### src/rtl/pipe_hazard_ctrl.sv
`default_nettype none
// ============================================================================
//  Module   : pipe_hazard_ctrl
//  Purpose  : Hazard, stall/flush and operand-forwarding controller for the
//             5-stage pipe. A 3-state FSM holds the pipe while a multi-cycle
//             (MUL/DIV) op is in flight, guarded by a sticky watchdog.
//  Revision : 1.0  initial release
// ============================================================================
module pipe_hazard_ctrl #(
  parameter int MAX_MC_CYCLES = 40
) (
  input  logic       clk,
  input  logic       rst_n,
  input  logic [3:0] RA1D,
  input  logic [3:0] RA2D,
  input  logic [3:0] RA1E,
  input  logic [3:0] RA2E,
  input  logic [3:0] WA3E,
  input  logic       RegWE,
  input  logic       MemtoRegE,
  input  logic [3:0] WA3M,
  input  logic [3:0] WA3W,
  input  logic       RegWM,
  input  logic       RegWW,
  input  logic       PCSrcE,
  input  logic       MStartE,
  input  logic       MDone,
  output logic       StallF,
  output logic       StallD,
  output logic       StallE,
  output logic       FlushD,
  output logic       FlushE,
  output logic       FlushM,
  output logic [1:0] ForwardAE,
  output logic [1:0] ForwardBE,
  output logic [1:0] mc_state,
  output logic       mc_timeout
);

  // State encoding doubles as the externally visible mc_state value.
  localparam logic [1:0] MC_IDLE = 2'b00;
  localparam logic [1:0] MC_BUSY = 2'b01;
  localparam logic [1:0] MC_DONE = 2'b10;

  // Forwarding mux select encoding.
  localparam logic [1:0] FWD_RF  = 2'b00;
  localparam logic [1:0] FWD_WB  = 2'b01;
  localparam logic [1:0] FWD_MEM = 2'b10;

  // R15 is the PC; it is never forwarded from a later stage.
  localparam logic [3:0] PC_REG = 4'd15;

  // Counter only has to reach MAX_MC_CYCLES-1.
  localparam int         CNT_W    = (MAX_MC_CYCLES > 2) ? $clog2(MAX_MC_CYCLES) : 1;
  localparam logic [CNT_W-1:0] CNT_LAST = CNT_W'(MAX_MC_CYCLES - 1);

  logic [1:0]       r_state;
  logic [1:0]       w_next_state;
  logic [CNT_W-1:0] r_count;
  logic             r_timeout;
  logic             w_busy;
  logic             w_ldstall;
  logic             w_watchdog_hit;

  // Pick the youngest producer of a source register; Memory beats Writeback.
  function automatic logic [1:0] fwd_sel(
    input logic [3:0] src,
    input logic       we_m,
    input logic [3:0] dst_m,
    input logic       we_w,
    input logic [3:0] dst_w
  );
    logic [1:0] sel;
    sel = FWD_RF;
    if (we_m && (dst_m == src) && (dst_m != PC_REG)) begin
      sel = FWD_MEM;
    end else if (we_w && (dst_w == src) && (dst_w != PC_REG)) begin
      sel = FWD_WB;
    end
    return sel;
  endfunction

  // Operand forwarding selects for the Execute stage.
  always_comb begin
    ForwardAE = fwd_sel(RA1E, RegWM, WA3M, RegWW, WA3W);
    ForwardBE = fwd_sel(RA2E, RegWM, WA3M, RegWW, WA3W);
  end

  // Load-use hazard: a load in E produces a register that D wants to read.
  always_comb begin
    w_ldstall = MemtoRegE && RegWE && ((WA3E == RA1D) || (WA3E == RA2D));
  end

  // Watchdog fires on the last permitted busy cycle when no result arrived.
  always_comb begin
    w_watchdog_hit = (r_state == MC_BUSY) && !MDone && (r_count == CNT_LAST);
  end

  // FSM state register.
  always_ff @(posedge clk or negedge rst_n) begin
    if (!rst_n) begin
      r_state <= MC_IDLE;
    end else begin
      r_state <= w_next_state;
    end
  end

  // FSM next-state logic; MStartE is ignored in MC_DONE so the op cannot retrigger.
  always_comb begin
    w_next_state = r_state;
    case (r_state)
      MC_IDLE: begin
        if (MStartE) begin
          w_next_state = MC_BUSY;
        end
      end
      MC_BUSY: begin
        if (MDone || w_watchdog_hit) begin
          w_next_state = MC_DONE;
        end
      end
      MC_DONE: begin
        w_next_state = MC_IDLE;
      end
      default: begin
        w_next_state = MC_IDLE;
      end
    endcase
  end

  // Busy-cycle counter: cleared on op start, advances every busy cycle.
  always_ff @(posedge clk or negedge rst_n) begin
    if (!rst_n) begin
      r_count <= '0;
    end else if (r_state == MC_IDLE) begin
      if (MStartE) begin
        r_count <= '0;
      end
    end else if (r_state == MC_BUSY) begin
      r_count <= r_count + 1'b1;
    end
  end

  // Sticky watchdog flag, cleared only by reset.
  always_ff @(posedge clk or negedge rst_n) begin
    if (!rst_n) begin
      r_timeout <= 1'b0;
    end else if (w_watchdog_hit) begin
      r_timeout <= 1'b1;
    end
  end

  // FSM output logic: a busy pipe stalls everything and masks branch/load-use.
  always_comb begin
    w_busy = (r_state == MC_BUSY) || ((r_state == MC_IDLE) && MStartE);
    StallF = 1'b0;
    StallD = 1'b0;
    StallE = 1'b0;
    FlushD = 1'b0;
    FlushE = 1'b0;
    FlushM = 1'b0;
    if (w_busy) begin
      StallF = 1'b1;
      StallD = 1'b1;
      StallE = 1'b1;
      FlushM = 1'b1;
    end else begin
      // A taken branch discards the younger instructions, so it overrides the stall.
      StallF = w_ldstall && !PCSrcE;
      StallD = w_ldstall && !PCSrcE;
      FlushD = PCSrcE;
      FlushE = PCSrcE || w_ldstall;
    end
  end

  // Status outputs.
  always_comb begin
    mc_state   = r_state;
    mc_timeout = r_timeout;
  end

endmodule
`default_nettype wire

### config.mk
export PLATFORM = sky130hd
export DESIGN_NAME = pipe_hazard_ctrl
export DESIGN_NICKNAME = d
export VERILOG_FILES = /design/src/rtl/pipe_hazard_ctrl.sv
export SDC_FILE = /design/constraint.sdc
export NUM_CORES = 1
export LEC_CHECK = 0
export ABC_AREA = 1
export CAP_MARGIN = 25
export CORE_MARGIN = 3
export CORE_UTILIZATION = 35
export CTS_CLUSTER_SIZE = 16
export DETAILED_ROUTE_END_ITERATION = 10
export PLACE_DENSITY = 0.72
export SLEW_MARGIN = 25
export SYNTH_ARGS = -nofsm -noshare
export SYNTH_HDL_FRONTEND = slang
export SYNTH_SLANG_ARGS = --single-unit
### constraint.sdc
create_clock -name clk -period 1 [get_ports clk]
set_input_delay 0.2 -clock clk [delete_from_list [all_inputs] [get_ports clk]]
set_output_delay 0.2 -clock clk [all_outputs]
set_load 0.03 [all_outputs]
# After elaboration in Yosys (flattened, before gate mapping)

Index checks and enable logic that the tools add are counted.

Flip-flop bits (word level): 9
Bits in latches: 0
Bits in writable memories: 0
Memory bits (read-only): 0
Input port bits: 37
Output and inout port bits: 13
Memories: 0

Add/subtract/negate cells: 1
Multipliers: 0
Divide/modulo/power cells: 0
Magnitude comparators: 0
Eq/ne operators: 12
Shift operators: 0
Multiplexer cells: 14
Bitwise logic cells: 0
Reduce and logical (&&, ||, !) cells: 24

Operators with widths:

| cell                                                                   | count |
|---|---|
| 4-bit equality test                                                    | 6 |
| 6-bit two-way mux                                                      | 3 |
| 1-bit logical AND                                                      | 14 |
| 2-bit two-way mux                                                      | 4 |
| 4-bit != test (second input constant)                                  | 2 |
| 6-bit by 1-bit adder with 6-bit output (second input constant)         | 1 |
| 6-bit equality test (second input constant)                            | 1 |
| 1-bit two-way mux                                                      | 6 |
| 1-bit logical OR                                                       | 4 |
| 2-bit case mux with 2 select lines                                     | 1 |
| 2-bit AND reduction                                                    | 2 |
| 2-bit by 1-bit equality test with 1-bit output (second input constant) | 1 |
| 1-bit logical NOT                                                      | 2 |
| 2-bit logical NOT                                                      | 1 |
| 2-bit by 1-bit != test with 1-bit output (second input constant)       | 1 |
| 2-bit != test (second input constant)                                  | 1 |
| 2-bit nonzero test                                                     | 1 |

# Logic depth before layout (Yosys ltp)

Word-level depth: 6
Depth in mapped cells: 9

# Worst setup path after synthesis

Ideal clock, no wire load.

Kind: register -> output
Start: reg r_state[1] (netlist: mc_state[1])
End: out FlushE
Arrival: 1.606 ns
Path slack: -0.806 ns
Stages on the path, launching flop included: 7
Path buffers: 0
Cell sequence: dfrtp_1 -> inv_2 -> nand2_4 -> nand2_8 -> nor2_1 -> inv_1 -> nand2_1

Word-level cells in the longest chain between the ends: 4

Ends and longest elaborated chain:

| element                | RTL line | source |
|---|---|---|
| start, declared        | 57       | `logic [1:0] r_state;` |
| start signal, assigned | 104      | `r_state <= w_next_state;` |
| 2-bit logical NOT      | 155      | `w_busy = (r_state == MC_BUSY) \|\| ((r_state == MC_IDLE) && MStartE);` |
| 1-bit logical AND      | 155      |  |
| 1-bit logical OR *     | 155      |  |
| 1-bit two-way mux *    | 162      | `if (w_busy) begin` |
| end, declared          | 32       | `output logic FlushE,` |

Every way passes the cells marked *; elsewhere a longest branch is shown, timed or not.

# Worst setup path after layout

Same ends and word-level chain as after synthesis.

==> implementation parameters <==
Parameter                              Value

Timing
  Slew Viols, Final    0
  Setup slack of the critical path after layout    -0.408 ns
  Final Hold Vio Count    0
  Total negative slack for setup checks    -4.47 ns
  Worst slew pin tran    ~0.29 ns
  Minimum clock period    between 1 and 1.5 ns
  Setup repair after global routing missed its margin    true
  Top achievable clock speed    roughly 0.71 GHz
  Rel. slew slack    0.805
  Maximum clock skew at final layout    0.00585 ns
  Finish-stage setup viols    19
  Final worst-path cycle share    1.41

Critical path
  Maximum fanout count along the critical path    3
  Worst Setup Start Kind    flop
  Nature of the critical path endpoint    primary output
  Worst Setup Path Type    reg -> out
  Critical path buffers and inverters    3
  Worst path most repeated cell    sky130_fd_sc_hd__nand2_4
  Worst EP arrival    ~1.2 ns
  Cell with the biggest individual delay on the critical path    sky130_fd_sc_hd__dfrtp_2
  Critical path's top delay family    flip-flops
  Critical Path, Cell by Cell    inv_4, nand2_4, nand2_8, inv_6, nand3_4, nand2_4, buf_6
  Endpoint required time on the critical path    roughly 0.8 ns
  Slowest cell delay on critical path    between 0.4 and 0.5 ns

Global routing
  Total global-route track usage    0.169
  Final global-route overflow total    0
  Maximum number of pins on one net before global-route repair    10
  Wire length of the first global-routing pass    4530 um
  Number of global-route vias before repair    around 1100
  Antenna violations before repair    0

Cells and area
  Fraction of layout instances using a drive strength above 1    0.475
  Area growth from synthesis to layout    91.6%
  Antenna Diode Count    0
  Final Instance Area    roughly 1800 sq um
  Final #Nets    around 260

Route
  Via density per instance    approximately 4.6
  Initial drt markers    46
  Antenna Violating Nets Remaining    0
  Sum of routed wire segments on met1    roughly 1100 um
  WL/cell    11.5 um
  Vias    between 1000 and 1500
  Highest routing layer actually used    met4
  DRC errors left    0
  Met3 wire len    185 um
  Final wirelength    approximately 2900 um
  DR pass1 iterations    4
  Amount of wire on met2 after detailed routing    ~1500 um

Pwr
  Cell area power density    1220 nW/um^2
  Clock share of power    0.132
  Combinational share of power    0.636
  Switching fraction of total power    0.431
  Worst voltage drop across the vdd grid    1050 uV
  Part of the power in registers    0.233
  Switching power of the nets    approximately 0.00094 W
  Internal power of the cells    0.00125 W
  Leakage component of the power    roughly 0.93 nW

Place
  HPWL after detailed placement    about 2200 um
  GP Congestion    0.785
  Post-placement setup slack    -0.750 ns
  Total cell area at the placement stage    1550 sq um
  I/O Buffers    49

Yosys
  Number of nets in the synthesized netlist    192
  Number of flip-flops and latches in the synthesized netlist    9
  Synthesized area per cell    roughly 6.1 sq um
  Cell area after synthesis    about 940 sq um
  Warning count from the yosys run    0
  Number of distinct library cell variants in the gate-level netlist after synthesis    25
  Synthesized instance count    between 150 and 200
  Portion of the post-synthesis area used by sequential elements    0.240

Floorplanning
  Die X-Extent    between 50 and 60 um
  Core Rows    18
  Io pins    50
  Standard cell core area    about 2500 sq um
  Starting Density    0.373
  Die Span Y    slightly below 60 um
  Die Area    ~3300 sq um

Status
  Failing checks    setup timing
  Outcome    finished, violations left

Clocking
  CTS max path bufs    2
  Number of levels the H-tree was split into    1
  TritonCTS clock tree    yes
  Post-cts hold buffer count    0
  Clock transition at the register clock pins on the worst setup and hold paths after CTS    about 0.070 ns
  Clock insertion delay at the later pin of the skew report    approximately 0.27 ns
  CTS sink count    9
  Root buffer cell    sky130_fd_sc_hd__clkbuf_4
  Number of clock buffers inserted by TritonCTS    3

Worst hold path
  Classification of the worst-slack hold path    in -> async

Job
  Number of max-capacitance violations reported    0
[final timing paths]
kind,from,to,slack [ns],cells after the start
min in group clk,r_count[5],r_count[5],0.50,1
worst max register to register,mc_state[1],r_count[4],-0.27,9
worst min-delay path,rst_n,r_count[5],0.22,2
max in group asynchronous,rst_n,mc_state[0],0.62,2
worst max-delay path,mc_state[1],FlushE,-0.41,7
worst min register to register,r_count[5],r_count[5],0.50,1
[per-stage QoR]
step	std cells	util	hold WS (ns)	power, W
final	249	0.714	0.224	0.00219
after global routing	249	0.714	0.241	0.00233
after CTS	245	0.657	0.218	0.00201
after detailed placement	239	0.614	0.465	0.00159
after global placement	239	0.614	0.462	0.00156
after floorplan	154	-	-0.0956	0.00115
[metal layers]
layer,vias to the layer above,GRT usage
met5,-,0
met4,0,0.0596
met3,4,0.0134
met2,32,0.313
met1,513,0.203
li1,602,-
[cell families after synthesis]
group	after synthesis	share of synthesized area
buf+inv	35	0.148
compound gates	17	0.103
xor+xnor	8	0.0746
fa+ha+maj	1	0.0133
simple gates	84	0.422
flops	9	0.240
[cell usage after synthesis (all sizes together)]
cell    instances  area [sq um]
o21bai          1          7.51
nor3            2          15.0
a21oi           6          30.0
dfrtp           9           225
nand2          48           219
nand4           5          31.3
or2             2          15.0
o211ai          2          15.0
buf             2          15.0
nand3           8          40.0
nor2           18          70.1
o21ai           8          43.8
xor2            5          43.8
and2            1          6.26
inv            33           124
xnor2           3          26.3
ha              1          12.5
[cells in the final DEF (no fill, tap or decap), types with 3 or more instances in the layout]
master,count
sky130_fd_sc_hd__a21oi_1,3
sky130_fd_sc_hd__a21oi_2,3
sky130_fd_sc_hd__buf_2,7
sky130_fd_sc_hd__buf_4,11
sky130_fd_sc_hd__buf_6,18
sky130_fd_sc_hd__buf_8,7
sky130_fd_sc_hd__clkbuf_2,5
sky130_fd_sc_hd__clkbuf_4,3
sky130_fd_sc_hd__clkdlybuf4s15_1,5
sky130_fd_sc_hd__clkdlybuf4s50_1,6
sky130_fd_sc_hd__dfrtp_1,7
sky130_fd_sc_hd__dlygate4sd2_1,3
sky130_fd_sc_hd__inv_1,23
sky130_fd_sc_hd__inv_2,4
sky130_fd_sc_hd__inv_4,3
sky130_fd_sc_hd__nand2_1,37
sky130_fd_sc_hd__nand2_2,3
sky130_fd_sc_hd__nand2_4,7
sky130_fd_sc_hd__nand3_2,5
sky130_fd_sc_hd__nand4_1,5
sky130_fd_sc_hd__nor2_1,9
sky130_fd_sc_hd__nor2_2,3
sky130_fd_sc_hd__nor2_4,6
sky130_fd_sc_hd__o21ai_1,4
sky130_fd_sc_hd__o21ai_2,4
sky130_fd_sc_hd__xor2_1,4
[registers in the layout (all words and copies together), names as in the netlist]
signal / flops
r_count: 6
mc_timeout: 1
mc_state: 2
[repair_timing]
action | in CTS | in global routing
setup buffers | 2 | 4
pin swaps | 27 | 33
resized for setup | 132 | 53
endpoints found under the setup margin | 22 | 22
cloned | 0 | 0
[power groups by stage]
stage	Combinational [W]	Clock [W]	Sequential, W
after CTS	0.00121	0.000303	0.000500
after floorplan	0.000612	0	0.000537
after detailed placement	0.00109	0	0.000503
after global placement	0.00106	0	0.000496
after global routing	0.00150	0.000309	0.000525
final	0.00139	0.000288	0.000510
[area by class of cell]
cell class | instances | area [sq um]
clock buffers | 3 | 22.5
clock inverters | 1 | 5.00
flip-flops and latches | 9 | 228
inverters | 33 | 149
fillers | 199 | 722
multi-input cells | 110 | 752
well taps | 30 | 37.5
repair buffers | 63 | 607
Note: power is estimated with default switching activity, not from simulation.
